<file path="src/rtl/ahb_slave_resp_mux.sv">
// ----------------------------------------------------------------------------
// ahb_slave_resp_mux
//
// AHB-Lite data-phase response multiplexer for a Cortex-M0 bus. It sits
// downstream of the address decoder. It captures the decoder's slave number
// and unmapped flag in the address phase. In the following data phase it
// steers the owning slave's HRDATA/HREADYOUT/HRESP back to the master. It also
// contains the default slave, which answers active transfers to unmapped
// space with the standard two-cycle ERROR response.
//
// Optional feature macro: AHBMUX_ERRCOUNT_EN
//   defined   : saturating 16-bit count of default-slave ERROR responses
//   undefined : no counter logic, ERR_COUNT tied to zero
//
// Parameters
//   NSLV        number of mapped slaves, indices 0..NSLV-1 (max 15)
//   NOMAP_IDX   MUX_SEL code the decoder drives for unmapped addresses
//   IDLE_RDATA  HRDATA value when no slave owns the data phase
//
// Ports
//   HCLK           in   system clock
//   HRESET         in   synchronous reset, active-high
//   MUX_SEL        in   [3:0]       slave number from decoder (address phase)
//   HSEL_NOMAP     in               unmapped-address flag from decoder
//   HTRANS         in   [1:0]       transfer type, bit 1 set = NONSEQ/SEQ
//   HRDATA_ALL     in   [32*NSLV]   slave read data, slave k at [32k+31:32k]
//   HREADYOUT_ALL  in   [NSLV]      slave ready outputs, bit k = slave k
//   HRESP_ALL      in   [NSLV]      slave responses, bit k = slave k
//   HRDATA         out  [31:0]      read data to master
//   HREADY         out              bus ready to master and all slaves
//   HRESP          out              response to master (1 = ERROR)
//   ERR_COUNT      out  [15:0]      default-slave error count
// ----------------------------------------------------------------------------
module ahb_slave_resp_mux #(
   parameter int          NSLV       = 10,
   parameter logic [3:0]  NOMAP_IDX  = 4'd15,
   parameter logic [31:0] IDLE_RDATA = 32'h0000_0000
) (
   input  logic                HCLK,
   input  logic                HRESET,
   input  logic [3:0]          MUX_SEL,
   input  logic                HSEL_NOMAP,
   input  logic [1:0]          HTRANS,
   input  logic [32*NSLV-1:0]  HRDATA_ALL,
   input  logic [NSLV-1:0]     HREADYOUT_ALL,
   input  logic [NSLV-1:0]     HRESP_ALL,
   output logic [31:0]         HRDATA,
   output logic                HREADY,
   output logic                HRESP,
   output logic [15:0]         ERR_COUNT
);

   // Default-slave response states
   localparam logic [1:0] ST_IDLE = 2'd0;
   localparam logic [1:0] ST_ERR1 = 2'd1;
   localparam logic [1:0] ST_ERR2 = 2'd2;

   localparam logic [3:0] NSLV_L = 4'(NSLV);

   logic [3:0] sel_q;
   logic [1:0] err_st;
   logic       nomap_in;
   logic       sel_mapped;

   // Any slave number the decoder cannot actually own is handled exactly
   // like an explicit unmapped flag, so a decoder glitch can never select a
   // non-existent slave and hang the bus.
   assign nomap_in   = HSEL_NOMAP || (MUX_SEL >= NSLV_L);
   assign sel_mapped = (sel_q < NSLV_L);

   // Address-phase capture. New selection and error state are accepted only
   // when the bus is ready. While a wait state is in progress everything holds.
   // The exception is the default slave: its first ERROR cycle always advances
   // to the second, because the default slave drives that wait state itself.
   always_ff @(posedge HCLK) begin
      if (HRESET) begin
         sel_q  <= NOMAP_IDX;
         err_st <= ST_IDLE;
      end else if (HREADY) begin
         sel_q  <= MUX_SEL;
         err_st <= (nomap_in && HTRANS[1]) ? ST_ERR1 : ST_IDLE;
      end else if (err_st == ST_ERR1) begin
         err_st <= ST_ERR2;
      end
   end

   // Data-phase steering. A mapped selection passes the slave straight
   // through with no added latency. Otherwise the default slave answers:
   // zero-wait OKAY for IDLE/BUSY, or the two-cycle ERROR sequence.
   always_comb begin
      HRDATA = IDLE_RDATA;
      HREADY = 1'b1;
      HRESP  = 1'b0;
      if (sel_mapped) begin
         for (int k = 0; k < NSLV; k++) begin
            if (sel_q == 4'(k)) begin
               HRDATA = HRDATA_ALL[32*k +: 32];
               HREADY = HREADYOUT_ALL[k];
               HRESP  = HRESP_ALL[k];
            end
         end
      end else begin
         case (err_st)
            ST_ERR1: begin
               HREADY = 1'b0;
               HRESP  = 1'b1;
            end
            ST_ERR2: begin
               HREADY = 1'b1;
               HRESP  = 1'b1;
            end
            default: begin
               HREADY = 1'b1;
               HRESP  = 1'b0;
            end
         endcase
      end
   end

`ifdef AHBMUX_ERRCOUNT_EN
   logic [15:0] err_count;

   // One count per ERROR response. The count is taken on the ERR1 -> ERR2
   // step so that a response cut short by reset is never counted. The
   // counter sticks at all-ones instead of wrapping.
   always_ff @(posedge HCLK) begin
      if (HRESET) begin
         err_count <= 16'h0000;
      end else if (!HREADY && (err_st == ST_ERR1) && (err_count != 16'hFFFF)) begin
         err_count <= err_count + 16'd1;
      end
   end

   assign ERR_COUNT = err_count;
`else
   assign ERR_COUNT = 16'h0000;
`endif

endmodule

</file>
<file path="config.mk">
export PLATFORM = sky130hd
export DESIGN_NAME = ahb_slave_resp_mux
export DESIGN_NICKNAME = d
export VERILOG_FILES = /design/src/rtl/ahb_slave_resp_mux.sv
export SDC_FILE = /design/constraint.sdc
export NUM_CORES = 1
export LEC_CHECK = 0
export ABC_AREA = 1
export CORE_AREA = 2 2 156 158
export CTS_CLUSTER_SIZE = 24
export DETAILED_ROUTE_END_ITERATION = 8
export DIE_AREA = 0 0 158 160
export DONT_BUFFER_PORTS = 1
export GPL_ROUTABILITY_DRIVEN = 0
export GPL_TIMING_DRIVEN = 1
export SETUP_SLACK_MARGIN = 0.05
export SKIP_LAST_GASP = 1
export SLEW_MARGIN = 20
export SYNTH_ARGS = -nofsm -noshare
export SYNTH_HDL_FRONTEND = slang
export SYNTH_SLANG_ARGS = --single-unit
</file>
<file path="constraint.sdc">
create_clock -name HCLK -period 3.89 [get_ports HCLK]
set_clock_uncertainty 0.05 [all_clocks]
set_input_delay 0.389 -clock HCLK [delete_from_list [all_inputs] [get_ports HCLK]]
set_output_delay 0.389 -clock HCLK [all_outputs]
set_load 0.1 [all_outputs]
</file>
== Word level (Yosys, flattened, before mapping) ==
Index checks and enable logic that the tools add are counted.

* Register bits after elaboration: 6
* Bits in latches: 0
* RAM bits: 0
* Bits in read-only memories: 0
* Input bits: 349
* Output and inout port bits: 50
* Word-level logic and storage cells: 58
* Memories kept: 0

* Add/sub/neg operators: 0
* Multiply operators: 0
* Div/mod/pow operators: 0
* Magnitude comparators: 2
* Equality and inequality tests: 11
* Shift operators: 0
* Mux-type cells: 38
* Bitwise logic cells: 0
* Reduce and logical (&&, ||, !) cells: 5

{| class="wikitable"
|+ Operator list
! operator !! number
|-
| $mux 32 || 11
|-
| $mux 1 || 25
|-
| $eq 4x3->1 const B || 4
|-
| $eq 4x2->1 const B || 2
|-
| $eq 4x4->1 const B || 2
|-
| $eq 4x1->1 const B || 1
|-
| $ge 4x4->1 const B || 1
|-
| $logic_not 4->1 || 1
|-
| $lt 4x4->1 const B || 1
|-
| $mux 2 || 2
|-
| $eq 2x1->1 const B || 1
|-
| $eq 2x2->1 const B || 1
|-
| $reduce_bool 2->1 || 1
|-
| $reduce_or 2->1 || 1
|-
| $logic_and 1x1->1 || 1
|-
| $logic_or 1x1->1 || 1
|}

== Longest topological paths before layout ==
* Depth in word-level cells: 13
* Gate-level depth with buffers: 14
* Depth with buffers taken out: 12

== Least setup slack after synthesis ==
Ideal clock, no wire load.

* Kind: flip-flop to output port
* Start: reg sel_q[1]
* End: out HRDATA[26]
* Data arrival time: 2,783 ps
* Required time: 3,451 ps
* Slack: 668 ps
* Cell stages (with the launch flop): 12
* Path buffers: 2
* Cell sequence: dfxtp_1 buf_2 nor2_4 clkbuf_1 nand3_1 nand2_1 a21oi_1 nand3_1 o21ai_1 nand3_1 a21oi_1 a21oi_1

* Longest elaborated chain between the ends: 12
* Elaborated cells between the ends (all ways): 22
* Those cells by class: 1 x order compare; 9 x eq/ne; 11 x mux; 1 x reduce/logical

{| class="wikitable"
|+ Ends and longest elaborated chain
! element !! RTL line !! source
|-
| start, declared || 60 || <nowiki>logic [3:0] sel_q;</nowiki>
|-
| start signal, assigned || 77 || <nowiki>sel_q <= NOMAP_IDX;</nowiki>
|-
| start signal, assigned || 80 || <nowiki>sel_q <= MUX_SEL;</nowiki>
|-
| $logic_not 4->1 || 96 || <nowiki>if (sel_q == 4'(k)) begin</nowiki>
|-
| $mux 32 (10 in a row) || 96 ||
|-
| $mux 32 * || 94 || <nowiki>if (sel_mapped) begin</nowiki>
|-
| end, declared || 47 || <nowiki>output logic [31:0] HRDATA,</nowiki>
|}

Mark *: on every way between the ends. The rest lies on a longest branch, timed or not.

== Final worst setup path ==
* Start: reg sel_q[0]
* End: out HRDATA[1]

Same word-level chain as after synthesis.

==> impl_metrics.yaml <==
run_status:
  status: "finished clean"
clock_network:
  clk_latency_ns: 0.23
  clk_path_buf_depth: 2
  clkSinkCount: 6
  clockRootBuffer: "clkbuf_16"
  cts_buffers: 3
  cts_hold_buf: 0
  htreeDepth: 1
  cts_tree: "built"
  postCtsSetupRepairBufs: 0
  clkTransAtPathRegs_ns: 0.04
  postCtsResizedCells: 0
floorplanning:
  design.die.area_um2: 25300
  die_w_um: 158
  core_area_um2: 23800
  pin_count: 399
  initial_core_util_pct: 13.2
  rows: 57
  die_y_um: 160
placed_design:
  placed_area_um2: 4080
  port_buffers: 0
  post-dp-hpwl_mm: 17.8
  placed_cells: 950
  preCtsSetupSlack_ns: 0.712
sta:
  drv_slew: 0
  worst_slack_ns: 0.423
  period_share_pct: 89.1
  finalHoldViolCount: 0
  finalSetupViolations: 0
  tns_ns: 0
  hold_slack_ns: 0.167
  rsz0062_at_grt: "no"
  post-route-min-period_ns: 3.47
  timing.fmax_mhz: 288
  slew_headroom_pct: 42.2
  max_slew.worst_pin.slew_ns: 0.865
power:
  switchingPower_mw: 2.11
  power_frac_clock_pct: 5.4
  power.density_nw_per_um2: 769
  ir_drop_mv: 0.429
  finalPower_mw: 3.20
  seqPwrFrac_pct: 3.4
  swShare_pct: 66.1
  p_int_mw: 1.08
  pwr-share-comb_pct: 91.2
  p_leak_nw: 1.78
drt:
  drcViolationCount: 0
  dr_wl_met3_mm: 1.99
  wl_met1_mm: 7.90
  drt_iter0_markers: 449
  routed_wl_mm: 21.5
  wl_met2_mm: 10.7
  post_drt_wl_per_cell_um: 22.5
  num_vias: 4689
  ant_nets: 0
  viasPerCell: 4.90
  dr.pass1.iters: 5
  highest_layer: "met5"
final_layout:
  nNetsFinal: 981
  drive_above_1_share_pct: 17.0
  area_growth_pct: 32.4
  utilization_pct: 17.5
  fillers: 2737
  fin_cells: 956
  final_cell_mix: "166 x nand2_1, 138 x nand3_1, 67 x a21oi_1"
  final_common_cell: "nand2_1"
  multiInputGateArea_um2: 2600
  fin_area_um2: 4160
  seq_area_um2: 120
critical_path:
  start_kind: "register"
  required_ns: 3.45
  crit_path_end_kind: "output port"
  critical_path_class: "reg -> out"
  critPathArrivalTime_ns: 3.03
  cp_max_fo: 28
synthesis:
  synth_area_per_cell_um2: 5.04
  syn_area_um2: 3140
  ys_seq_area_share_pct: 3.82
  synth_warnings: 0
  synth_cell_types: 33
  ys_ff_latch: 6
  synthCells: 623
flow_run:
  maxCapViolCount: 0
global_route:
  antenna_found_initial: 4
  grt.overflow.total: 0
  track_usage_pct: 15.2
  grt_max_degree: 38
  grt_pass1_vias: 4311
  grt_pass1_wl_mm: 27.6
worst_hold_path:
  hold_class: "in -> reg"
-- Yosys cell counts --
library cell	number	area share, %
clkbuf_1	15	1.8
o22ai_1	1	0.20
nand2_4	1	0.36
a221oi_1	1	0.28
dfxtp_1	6	3.8
nor2_2	3	0.60
inv_2	11	1.3
buf_6	2	0.72
nand2_2	2	0.40
buf_4	18	4.3
nand4_1	31	6.2
or2_1	3	0.60
nor2_8	1	0.64
nor2_1	13	1.6
nor3_4	1	0.52
nand2_1	167	20
clkinv_1	1	0.12
inv_1	36	4.3
conb_1	1	0.12
o21ai_0	24	3.8
buf_1	3	0.36
o21a_1	2	0.48
ha_1	1	0.40
nand3_1	138	22
a21oi_1	74	12
buf_2	22	3.5
nor2_4	5	1.8
a21oi_2	1	0.28
o21ai_1	16	2.5
nand3_2	1	0.32
nand4_4	1	0.68
or2_2	20	4.0
o2111ai_1	1	0.28
-- power groups by stage --
stage / Combinational, mW / Sequential, mW / Clock [mW]
floorplan: 1.93 / 0.0977 / 0
global placement: 2.89 / 0.108 / 0
detailed placement: 2.91 / 0.110 / 0
CTS: 2.91 / 0.109 / 0.173
global route: 3.02 / 0.112 / 0.178
finish: 2.91 / 0.109 / 0.172
-- cell families after synthesis --
| family | share of synthesized area, % |
|---|---|
| AND/OR/NAND/NOR | 59.6 |
| AO/OA/AOI/OAI | 19.7 |
| adder cells (fa/ha/maj) | 0.398 |
| buffers and inverters | 16.4 |
| flip-flops | 3.82 |
| other | 0.119 |
-- final cells by class --
class                           instances  share of cell area, %
Multi-Input combinational cell        524                   62.4
Timing Repair Buffer                   48                   18.6
Tap cell                              324                   9.75
Inverter                               48                   4.33
Sequential cell                         6                   2.89
Clock buffer                            3                   1.81
Antenna cell                            3                  0.181
-- flip-flops by register name, indices dropped and copies added (netlist names) --
| register | flops |
|---|---|
| sel_q | 4 |
| err_st | 2 |
-- layer usage --
layer  track usage (%)  vias to the layer above
met5                 0                        -
met4              6.43                        2
met3              2.33                       57
met2              28.7                      407
met1              16.7                     2121
li1                  -                     2102
-- worst max-delay path: stages, from the launching register on --
cell     delay, ns
dfxtp_1       0.38
nor2_4        0.34
nand2_1       0.39
inv_2         0.60
a21oi_1       0.27
nand3_1       0.18
o21ai_0       0.11
nand3_1       0.12
nand2_1       0.07
inv_1         0.09
buf_12        0.18
-- path summary, 6_finish.rpt --
path	startpoint	end	slack, ns	depth (start not counted)
worst max-delay path	sel_q[0]$_SDFFE_PP1P_	HRDATA[1]	0.42	10
worst min-delay path	HRESET	err_st[0]$_SDFFE_PP0P_	0.17	1
worst max register to register	sel_q[0]$_SDFFE_PP1P_	sel_q[1]$_SDFFE_PP1P_	0.83	10
worst min register to register	err_st[0]$_SDFFE_PP0P_	err_st[0]$_SDFFE_PP0P_	0.51	4
(Power assumes the default switching activity.)
==> edit (config.mk and constraints unchanged) <==
Set the parameter `NSLV` to 9 (it was 10).
--- a/src/rtl/ahb_slave_resp_mux.sv
+++ b/src/rtl/ahb_slave_resp_mux.sv
@@ -33,5 +33,5 @@
 // ----------------------------------------------------------------------------
 module ahb_slave_resp_mux #(
-   parameter int          NSLV       = 10,
+   parameter int          NSLV       = 9,
    parameter logic [3:0]  NOMAP_IDX  = 4'd15,
    parameter logic [31:0] IDLE_RDATA = 32'h0000_0000
Ports: changed (resized HRDATA_ALL, HREADYOUT_ALL and HRESP_ALL); port bits go from 399 to 365. The function was not compared with the original's and may differ.
==> edit against the unedited design <==
Sequential power decreased by 12%. Cell count decreased by 7.4%. Cell area decreased by 5.6%. Utilization decreased by 0.97 points. Synthesized area decreased by 8.1%. Sequential cell count unchanged. Maximum frequency increased by 1.8%. Setup slack improved by 0.062 ns. Power decreased by 30%. Routed wire length decreased by 14%. Critical endpoint is now HRDATA[15]. Highest routed layer unchanged.
==> edit: results (changes against the unedited design) <==
yosys:
  synth-seq-area-share_pct: 4.16  # +0.34 points
  muxShareOfSynthArea_pct: 0  # unchanged
  yosys-top-cells-area: "sky130_fd_sc_hd__nand2_1, sky130_fd_sc_hd__nand3_1, sky130_fd_sc_hd__a221oi_2, sky130_fd_sc_hd__nor2_1, sky130_fd_sc_hd__nand4_1"
  adder_and_majority_gate_portion_of_the_synthesized_area_pct: 0.433  # +0.035 points
  synth.top_cells.by_count: "sky130_fd_sc_hd__nand2_1, sky130_fd_sc_hd__nand3_1, sky130_fd_sc_hd__nor2_1"
  post_synth_inst_count: 546  # -12%
  synth_cell_types: 31  # -6.1%
  synth_compound_gate_area_share_pct: 21.3  # +1.6 points
layout:
  reg_top3: "sel_q: 4 flops, err_st: 2 flops"
  sh_seq_area_pct: 3.06  # +0.17 points
  final-nonclk-buf-share_pct: 19.4  # +0.78 points
  multi_input_gates: 475  # -9.4%
  multiInputGateArea_um2: 2460  # -5.3%
  antennaDiodeCount: 2  # -1
  clock_cell_area_share_pct: 1.91  # +0.11 points
  n_clock_buffer: 3  # unchanged
  fill_cells: 2766  # +1.1%
  final_layout_size_suffix_gt1_share_pct: 20.0  # +3.0 points
  num-nonclk-inverters: 27  # -44%
detailed_routing:
  met3WireLength_mm: 2.02  # +1.3%
  detail_route.first_pass.iterations: 6  # +1
  drt_first_iter_violations: 403  # -10%
  wl_met1_mm: 7.44  # -5.8%
  wirelength_mm: 18.4  # -14%
  routed-via-count: 4170  # -11%
  route.met2.wl_mm: 8.41  # -21%
  avgRoutedWirePerCell_um: 20.8  # -7.2%
worst_setup_path:
  cp_data_arrival_time_ns: 2.97  # -0.06 ns
  cp_slowest_cell: "sky130_fd_sc_hd__nor2_4"
  critPathMaxFanout: 37  # +32%
  slowest_cell_delay_on_critical_path_ns: 0.72  # +0.12 ns
global_route:
  via_count_of_the_first_global_routing_pass: 3930  # -8.8%
  global_route_wire_length_before_repair_mm: 24.3  # -12%
  grt_start_max_net_pins: 49  # +29%
  grt_use_total_pct: 13.3  # -1.9 points
place:
  place_inst: 880  # -7.4%
  sum_of_net_half_perimeters_after_detailed_placement_mm: 14.5  # -18%
hold_path:
  type_of_the_worst_min_delay_path: "in -> reg"
clock_network:
  cts.root.buffer_cell: "sky130_fd_sc_hd__clkbuf_16"
power:
  power_leakage_nw: 1.74  # -2.3%
  worst_ir_drop_vdd_uv: 248  # -42%
run_status:
  run_status: "finished clean"
-- edit: per-layer routing --
metal	vias up	track usage (%)
li1	1857	-
met1	1906	16.7
met2	348	22.1
met3	55	3.12
met4	4	4.79
met5	-	0
-- edit: logic make-up after synthesis --
family          count (synthesis)
fa+ha+maj                       1
buf+inv                        80
other cells                     1
flops                           6
compound gates                 69
simple gates                  389
-- edit: where the power goes --
part           switching [mW]  internal [mW]
sequential             0.0224         0.0735
combinational            1.39          0.574
clock                  0.0375          0.132
total                    1.45          0.779
-- edit: per-stage QoR --
stage	utilization [%]	power (mW)	worst slack (ns)	area, µm²	hold slack (ns)
2_1_floorplan	-	1.40	1.01	2940	0.408
3_3_place_gp	16.1	2.05	0.752	3850	0.412
3_5_place_dp	16.1	2.06	0.685	3850	0.420
4_1_cts	16.5	2.23	0.439	3920	0.177
5_1_grt	16.5	2.32	0.210	3930	0.186
6_report	16.5	2.23	0.485	3930	0.178
-- edit: worst paths after layout --
path             start    endpoint  slack, ns  depth (start not counted)
min reg2reg  err_st[1]   err_st[1]       0.47                          2
min             HRESET   err_st[0]       0.18                          1
max reg2reg   sel_q[3]   err_st[1]       1.86                          9
max           sel_q[3]  HRDATA[15]       0.49                         10
-- edit: worst register-to-register path, stage by stage (launching register included) --
cell,delay (ns)
sky130_fd_sc_hd__dfxtp_1,0.39
sky130_fd_sc_hd__nor2_4,0.72
sky130_fd_sc_hd__nand3_1,0.18
sky130_fd_sc_hd__nand4_1,0.15
sky130_fd_sc_hd__nor2_1,0.06
sky130_fd_sc_hd__nand4_2,0.09
sky130_fd_sc_hd__nand2_4,0.09
sky130_fd_sc_hd__nand2_4,0.10
sky130_fd_sc_hd__o211ai_1,0.09
sky130_fd_sc_hd__inv_1,0.06
